`src/rtl/reg_xfer_sequencer_pkg.sv`:
```
// ---------------------------------------------------------------------------
// reg_xfer_sequencer_pkg : register/source/op codes and FSM state encoding
// Rev 1.0
// ---------------------------------------------------------------------------
`default_nettype none

package reg_xfer_sequencer_pkg;

  localparam logic [1:0] REG_A = 2'd0;
  localparam logic [1:0] REG_X = 2'd1;
  localparam logic [1:0] REG_Y = 2'd2;
  localparam logic [1:0] REG_S = 2'd3;

  // Sources 0..3 alias the register codes; anything above SRC_DB is illegal.
  localparam logic [2:0] SRC_DB = 3'd4;

  localparam logic [1:0] OP_PASS = 2'd0;
  localparam logic [1:0] OP_INC  = 2'd1;
  localparam logic [1:0] OP_DEC  = 2'd2;
  localparam logic [1:0] OP_ILL  = 2'd3;

  typedef enum logic [1:0] {
    ST_IDLE   = 2'd0,
    ST_FETCH  = 2'd1,
    ST_WRITE  = 2'd2,
    ST_FINISH = 2'd3
  } state_t;

  function automatic logic [3:0] reg_onehot(input logic [1:0] i_reg);
    return 4'b0001 << i_reg;
  endfunction

endpackage

`default_nettype wire

```
`src/rtl/reg_xfer_sequencer_incdec8.sv`:
```
// ---------------------------------------------------------------------------
// incdec8 : combinational pass / increment / decrement with N/Z generation
// Rev 1.0
// ---------------------------------------------------------------------------
`default_nettype none

module incdec8
  import reg_xfer_sequencer_pkg::*;
#(
  parameter int WIDTH = 8
) (
  input  logic [WIDTH-1:0] i_a,
  input  logic [1:0]       i_op,
  output logic [WIDTH-1:0] o_y,
  output logic             o_n,
  output logic             o_z
);

  localparam logic [WIDTH-1:0] C_ONE = WIDTH'(1);

  always_comb begin
    o_y = i_a;
    case (i_op)
      OP_INC:  o_y = i_a + C_ONE;
      OP_DEC:  o_y = i_a - C_ONE;
      default: o_y = i_a;
    endcase
  end

  assign o_n = o_y[WIDTH-1];
  assign o_z = (o_y == '0);

endmodule

`default_nettype wire

```
`src/rtl/reg_xfer_sequencer.sv`:
```
// ---------------------------------------------------------------------------
// reg_xfer_sequencer : A/X/Y/S register-transfer sequencer with N/Z update
// Rev 1.0
// ---------------------------------------------------------------------------
`default_nettype none

module reg_xfer_sequencer
  import reg_xfer_sequencer_pkg::*;
#(
  parameter int WIDTH = 8
) (
  input  logic             CLK,
  input  logic             RST,
  input  logic             REQ_VALID,
  output logic             REQ_READY,
  input  logic [2:0]       REQ_SRC,
  input  logic [1:0]       REQ_DST,
  input  logic [1:0]       REQ_OP,
  input  logic             REQ_FLAGS,
  input  logic [WIDTH-1:0] A_Q,
  input  logic [WIDTH-1:0] X_Q,
  input  logic [WIDTH-1:0] Y_Q,
  input  logic [WIDTH-1:0] S_Q,
  input  logic [WIDTH-1:0] DB_IN,
  output logic [WIDTH-1:0] BUS,
  output logic [3:0]       CE,
  output logic             FLAG_CE,
  output logic             FLAG_N,
  output logic             FLAG_Z,
  output logic             DONE,
  output logic             ERR
);

  state_t           r_state;
  logic [2:0]       r_src;
  logic [1:0]       r_dst;
  logic [1:0]       r_op;
  logic             r_flags;
  logic [WIDTH-1:0] w_src_val;
  logic [WIDTH-1:0] w_res;
  logic             w_res_n;
  logic             w_res_z;
  logic             w_illegal;

  // Gated by RST so the block never advertises readiness while held in reset.
  assign REQ_READY = (r_state == ST_IDLE) && !RST;
  assign w_illegal = (r_src > SRC_DB) || (r_op == OP_ILL);

  always_comb begin
    w_src_val = '0;
    case (r_src)
      {1'b0, REG_A}: w_src_val = A_Q;
      {1'b0, REG_X}: w_src_val = X_Q;
      {1'b0, REG_Y}: w_src_val = Y_Q;
      {1'b0, REG_S}: w_src_val = S_Q;
      SRC_DB:        w_src_val = DB_IN;
      default:       w_src_val = '0;
    endcase
  end

  incdec8 #(
    .WIDTH (WIDTH)
  ) u_incdec (
    .i_a  (w_src_val),
    .i_op (r_op),
    .o_y  (w_res),
    .o_n  (w_res_n),
    .o_z  (w_res_z)
  );

  always_ff @(posedge CLK or posedge RST) begin
    if (RST) begin
      r_state <= ST_IDLE;
      r_src   <= '0;
      r_dst   <= '0;
      r_op    <= '0;
      r_flags <= 1'b0;
      BUS     <= '0;
      CE      <= '0;
      FLAG_CE <= 1'b0;
      FLAG_N  <= 1'b0;
      FLAG_Z  <= 1'b0;
      DONE    <= 1'b0;
      ERR     <= 1'b0;
    end else begin
      CE      <= '0;
      FLAG_CE <= 1'b0;
      DONE    <= 1'b0;
      ERR     <= 1'b0;
      case (r_state)
        ST_IDLE: begin
          if (REQ_VALID) begin
            r_src   <= REQ_SRC;
            r_dst   <= REQ_DST;
            r_op    <= REQ_OP;
            r_flags <= REQ_FLAGS;
            r_state <= ST_FETCH;
          end
        end
        ST_FETCH: begin
          // The source is sampled here and only here; BUS acts as the temp.
          if (w_illegal) begin
            DONE    <= 1'b1;
            ERR     <= 1'b1;
            r_state <= ST_FINISH;
          end else begin
            BUS <= w_res;
            CE  <= reg_onehot(r_dst);
            if (r_flags) begin
              FLAG_CE <= 1'b1;
              FLAG_N  <= w_res_n;
              FLAG_Z  <= w_res_z;
            end
            r_state <= ST_WRITE;
          end
        end
        ST_WRITE: begin
          DONE    <= 1'b1;
          r_state <= ST_FINISH;
        end
        default: begin
          r_state <= ST_IDLE;
        end
      endcase
    end
  end

endmodule

`default_nettype wire
```
`config.mk`:
```
export PLATFORM = sky130hd
export DESIGN_NAME = reg_xfer_sequencer
export DESIGN_NICKNAME = d
export VERILOG_FILES = /design/src/rtl/reg_xfer_sequencer_pkg.sv /design/src/rtl/reg_xfer_sequencer_incdec8.sv /design/src/rtl/reg_xfer_sequencer.sv
export SDC_FILE = /design/constraint.sdc
export NUM_CORES = 1
export LEC_CHECK = 0
export CAP_MARGIN = 20
export CORE_AREA = 10 10 85 87
export DETAILED_ROUTE_END_ITERATION = 12
export DIE_AREA = 0 0 95 97
export DONT_BUFFER_PORTS = 1
export GPL_TIMING_DRIVEN = 0
export PLACE_DENSITY = 0.59
export SLEW_MARGIN = 20
export SYNTH_ARGS = -nofsm -noshare
export SYNTH_HDL_FRONTEND = slang
export SYNTH_HIERARCHICAL = 1
export SYNTH_SLANG_ARGS = --single-unit
```
`constraint.sdc`:
```
create_clock -name CLK -period 3.9 [get_ports CLK]
set_input_delay 0.39 -clock CLK [delete_from_list [all_inputs] [get_ports CLK]]
set_output_delay 0.39 -clock CLK [all_outputs]
set_load 0.005 [all_outputs]
```
# Word-level counts from Yosys, hierarchy flattened
# Cells that the tools add are included.
# totals
elab_cells	49
input_bits	51
reg_bits	27
out_inout_bits	18
# classes
n_reduce_logical	9
order_cmp	1
eq_ne	10
n_mux	13
shift	1
bitwise	1
addsub	2
# op_table
cell	n
case mux 8 bit (5 select lines)	1
case mux 8 bit (2 select lines)	1
adder 8 x 1 -> 8 bit (second input constant)	1
zero test 8 bit	1
2-to-1 mux 4 bit	2
subtractor 8 x 1 -> 8 bit (second input constant)	1
equality test 2 bit (second input constant)	3
equality test 3 x 2 -> 1 bit (second input constant)	2
2-to-1 mux 1 bit	6
case mux 2 bit (3 select lines)	1
equality test 2 x 1 -> 1 bit (second input constant)	2
AND reduction 2 bit	2
left shift 1 x 2 -> 4 bit (first input constant)	1
equality test 3 x 1 -> 1 bit (second input constant)	1
equality test 3 bit (second input constant)	1
greater-than comparator 3 bit (second input constant)	1
zero test 3 bit	1
AND reduction 3 bit	1
zero test 2 bit	1
2-to-1 mux 2 bit	1
!= test 2 bit (second input constant)	1
case mux 1 bit (2 select lines)	1
logical AND 1 bit	1
zero test 1 bit	1
other kinds (2)	2

# Depth between registers and ports, before layout
# logic_depth
depth_word	5
ltp_mapped	15
ltp_nobuf	12

# Cells and area by module
# Netlist, hierarchy kept.
# modules_own_cells
mod	instances	seq_area_each_um2	area_per_inst_um2	cells_each
reg_xfer_sequencer	1	675.6	1491.4	129
incdec8	1	0.0	659.4	91

# Least setup slack after synthesis
# OpenSTA, ideal clock, no wires.
# synth_timing
path_kind	register -> register
from	register r_src[1]
to	register FLAG_Z
arrival_time_ns	2.989
n_path_buf	3
synth_period_minus_slack_ns	3.054
path_slack_ns	0.846
stages_incl_launch_ff	16
required_ns	3.835
setup_ns	0.065
path_cell_list	dfrtp_1 buf_6 buf_4 mux2i_1 o21ai_0 o21a_1 buf_6 xor2_1 ha_1 a21oi_4 xor2_2 xnor2_1 or4b_1 a211o_1 nor4_2 mux2_2
# synth_via
elab_chain_cells	5
elab_cells_between_ends	14
classes_between	2 x add/sub; 1 x order compare; 4 x eq/ne; 2 x mux; 1 x bitwise; 4 x reduce/logical
# synth_lines
item	line	text
start, declared	reg_xfer_sequencer.sv:35	logic [2:0] r_src;
start signal, assigned	reg_xfer_sequencer.sv:74	r_src <= '0;
start signal, assigned	reg_xfer_sequencer.sv:93	r_src <= REQ_SRC;
equality test 3 bit, or another cell as far along	reg_xfer_sequencer.sv:51	case (r_src)
case mux 8 bit (5 select lines) (*)	reg_xfer_sequencer.sv:51	
via w_src_val[1]	reg_xfer_sequencer.sv:39	logic [WIDTH-1:0] w_src_val;
subtractor 8 x 1 -> 8 bit or adder 8 x 1 -> 8 bit (tied branches)	reg_xfer_sequencer_incdec8.sv:25, reg_xfer_sequencer_incdec8.sv:24	
case mux 8 bit (2 select lines) (*)	reg_xfer_sequencer_incdec8.sv:23	case (i_op)
zero test 8 bit (*)	reg_xfer_sequencer_incdec8.sv:31	assign o_z = (o_y == '0);
via w_res_z	reg_xfer_sequencer.sv:42	logic w_res_z;
end signal, assigned	reg_xfer_sequencer.sv:112	FLAG_Z <= w_res_z;
end, declared	reg_xfer_sequencer.sv:29	output logic FLAG_Z,
# The timed path passes the listed nets; every way through them passes the cells marked *.
# A chain may end at the register's enable or synchronous reset.

# Worst setup path after layout
# layout_timing
from	register r_src[2]
to	register FLAG_Z
# The elaborated chain is that of the path after synthesis.

==> summary.md <==
| Metric | Value |
|---|---|
| Slew at the pin with the worst max-slew slack | `between 0.4 and 0.5 ns` |
| Post-synthesis share of cell area spent on xor and xnor gates | `0.0361` |
| Number of enable flip-flop cells after synthesis | `0` |
| Number of top-level pins | `69` |
| Primary flip-flop cell chosen by synthesis mapping | `dfrtp_1` |
| Final-report max-slew violation count | `0` |
| Proportion of layout cells with a drive suffix above 1 | `0.200` |
| I/O Buffers | `0` |
| Final Hold Fails | `0` |
| Post-synthesis async set-or-reset flop share | `1.00` |
| Area of the die | `0.00922 mm2` |
| Overall power of the completed layout | `between 0.002 and 0.0025 W` |
| Count of mapped cells out of synthesis | `220` |
| Via count | `1654` |
| Crit-path cells | `clkbuf_2, clkbuf_1, o21ai_0, o21a_1, buf_6, xor2_1, ha_1, a21oi_4, xor2_2, xnor2_1, or4b_1, a211o_1, nor4_2, mux2_2` |
| First-pass GRT wire length | `about 8400 um` |
| Standard-cell rows | `27` |
| Overflow left after global routing | `0` |
| Synthesized net count | `278` |
| Number of distinct standard cells referenced by the synthesized netlist | `56` |
| Area post-placement | `0.00224 mm2` |
| Leakage power | `0.999 nW` |
| Worst skew pair latency | `roughly 0.26 ns` |
| Floorplan Core Area | `0.00547 mm2` |
| Largest stage delay on the critical path | `0.49 ns` |
| Crit path launch type | `register` |
| Sum of routed wire length over all layers | `~5200 um` |
| Worst Clk Skew | `0.00282 ns` |
| Required time of the critical path | `4.11 ns` |
| DIE WIDTH | `95 um` |
| Result of the run | `finished clean` |
| Path depth of the worst reg2reg path | `14` |
| DRC violation count after routing | `0` |
| Overall fraction of global-route tracks in use | `0.108` |
| Vias/cell | `5.57` |
| Pwr per Cell Area | `1020 mW/mm2` |
| # setup viols final | `0` |
| Count of antenna diodes in the layout | `0` |
| Number of nets still failing antenna checks after routing | `0` |
| Combinational family with the most area after synthesis | `compound AO/OA/AOI/OAI gates` |
| Number of antenna violations at the first check in global routing | `0` |
| Setup slack of the most critical reg-to-reg path | `0.48 ns` |
| Placement Setup Slack | `0.494 ns` |
| Post-synthesis compound-gate area fraction | `0.185` |
| CTS H-Tree Depth | `1` |
| TritonRoute pass-1 iters | `4` |
| Final Net Count | `284` |
| Via count of the first global-routing pass | `1602` |
| CTS Root Buffer Type | `clkbuf_8` |
| Critical path depth in cells | `14` |
| Cell types with the largest area share after synthesis | `dfrtp_1 (31%), mux2i_1 (7.4%), mux2_2 (6.8%), o21ai_0 (4.2%), mux2_4 (4.2%)` |
| Netlist area before placement | `0.00215 mm2` |
| Setup TNS | `0 ns` |
| Hold Crit Class | `input port to asynchronous set/reset pin` |
| Final critical-path setup slack | `0.479 ns` |
| Synth Area in Simple Gates | `0.169` |
| Clock Tree Buf Depth | `2` |
| Half-perimeter wire length after detailed placement | `between 4000 and 5000 um` |
| Kind of cell adding the most delay to the critical path | `compound AO/OA/AOI/OAI gates` |
| Cell taking the most area after synthesis | `dfrtp_1` |
| Clock Pin Slew Worst Setup and Hold Paths | `0.08 ns` |
| Max_cap viols | `0` |
| Relative max-transition margin | `0.704` |
| Worst flop-to-flop path endpoint | `FLAG_Z` |
| Count of filler cells inserted in the layout | `559` |
| Count of hold-fix buffers inserted at cts | `0` |
| Post-synthesis sequential element count | `27` |
| Post-layout instance area | `0.00231 mm2` |
| Time the worst path needs with I/O delays and setup | `3.42 ns` |
| Critical path buffers and inverters | `3` |
| Setup repair after global routing missed its margin | `no` |
| Clock tree from TritonCTS | `yes` |
| Post-Syn Area per Cell | `approximately 9.8 um2` |
| Post-CTS sizing | `0` |
| Proportion of netlist area held by the largest area contributor | `0.314` |
| Critical Path Slowest Stage Cell | `or4b_1` |
| Sequential cell area fraction in the yosys report | `0.314` |
| Total clock buffers created by CTS | `3` |
| Mux share of post-synthesis cell area | `0.184` |
| Post-synthesis adder-cell area fraction | `0.0407` |
| Top achievable clock speed | `292 MHz` |
| Drt wl/cell | `17.5 um` |
| IR drop worst, VDD | `0.353 mV` |
| Worst flop-to-flop path startpoint | `r_src[2]` |
| Final RePlAce weighted congestion | `0.826` |
| Critical path capture point type | `register` |
| Post-CTS setup buffers | `0` |
| Starting Density | `0.393` |
| Number of warnings reported in the yosys synthesis log | `6` |
| Highest net fanout along the worst path | `10` |
| Maximum number of pins on one net before global-route repair | `28` |
| Share of the clock period used by the worst path | `0.877` |
| Area growth, synth to finish | `7.56%` |
| Number of sinks on the clock net | `27` |
| Height of the die | `around 97 um` |
| Type of the worst setup path | `register to register` |
| Violation count after the first detailed-route iteration | `114` |
| WP data arrival | `approximately 3.6 ns` |
==> where the power goes <==
group	total, W	internal, W	switching [W]
Sequential	0.000505	0.000404	0.000101
Clock	0.000152	0.0000730	0.0000788
Combinational	0.00170	0.000788	0.000910
==> cell families (layout without fill, tap and decap cells) <==
logic type      after synthesis  count (layout)
mux                          35              35
simple gates                 58              58
compound gates               57              57
xor+xnor                      8               8
flops                        27              27
buf+inv                      28              33
fa+ha+maj                     7               7
==> layout make-up <==
| cell class | instances | area [um2] | area share |
|---|---|---|---|
| Sequential cell | 27 | 676 | 0.292 |
| Multi-Input combinational cell | 165 | 1320 | 0.572 |
| Inverter | 10 | 37.5 | 0.0162 |
| Tap cell | 72 | 90.1 | 0.0389 |
| Timing Repair Buffer | 1 | 27.5 | 0.0119 |
| Buffer | 18 | 114 | 0.0492 |
| Clock buffer | 4 | 45.0 | 0.0195 |
==> how the worst max path moves through the flow <==
stage | from | to | slack [ns]
floorplan | r_src[1] | FLAG_Z | 0.85
finish | r_src[2] | FLAG_Z | 0.48
CTS | r_src[2] | FLAG_Z | 0.47
global placement | r_src[2] | FLAG_Z | 0.50
global route | r_src[2] | FLAG_Z | 0.15
detailed placement | r_src[2] | FLAG_Z | 0.49
==> cells in the final DEF, fill, tap and decap left out, types with 2 or more instances in the layout <==
master and count:
dfrtp_1 27, o21ai_0 18, mux2i_1 16, mux2_2 13, nand2_1 10, o21a_1 10
inv_1 9, nand3b_1 8, nor3_1 7, ha_1 7, mux2_4 6, buf_2 6
nor2_1 6, clkbuf_1 5, buf_4 4, xor2_1 4, o211ai_1 4, nor2b_1 4
buf_6 3, o22ai_1 3, clkbuf_8 3, nor4b_1 3, nand3_1 3, xnor2_1 3
nand4_1 2, o31ai_1 2, o21bai_1 2, o2111ai_1 2, or3b_2 2, a21oi_1 2
o31a_1 2, a211o_1 2, nor3b_1 2
==> metrics by stage <==
step / util / cells / hold slack, ns
2_1_floorplan: - / 220 / 0.443
3_3_place_gp: 0.409 / 292 / 0.471
6_report: 0.423 / 297 / 0.00421
3_5_place_dp: 0.409 / 292 / 0.474
5_1_grt: 0.423 / 297 / 0.0183
4_1_cts: 0.418 / 296 / 0.202
==> flip-flops by register name, summed over array words and instances, names as in the netlist <==
signal   cells
BUS          8
CE           4
DONE         1
ERR          1
FLAG_CE      1
FLAG_N       1
FLAG_Z       1
r_dst        2
r_flags      1
r_op         2
r_src        3
r_state      2
==> per-layer routing <==
| layer | part of all wire | up-vias | track usage | wire (um) |
|---|---|---|---|---|
| li1 | - | 817 | - | - |
| met1 | 0.43 | 772 | 0.138 | 2250 |
| met2 | 0.46 | 63 | 0.169 | 2360 |
| met3 | 0.11 | 2 | 0.0486 | 555 |
| met4 | 0.0025 | 0 | 0.0103 | 13 |
| met5 | 0 | - | 0 | 0 |
==> cells in the mapped netlist (4+ instances only) <==
cell type and instances:
buf_4 4, dfrtp_1 27, mux2_4 6, mux2_2 13
buf_2 6, mux2i_1 16, nor3_1 7, inv_1 9
xor2_1 4, nand3b_1 8, nor2_1 6, o211ai_1 4
nor2b_1 4, o21ai_0 18, ha_1 7, clkbuf_1 4
nand2_1 10, o21a_1 10
No activity file was read; power rests on OpenSTA's default activity.
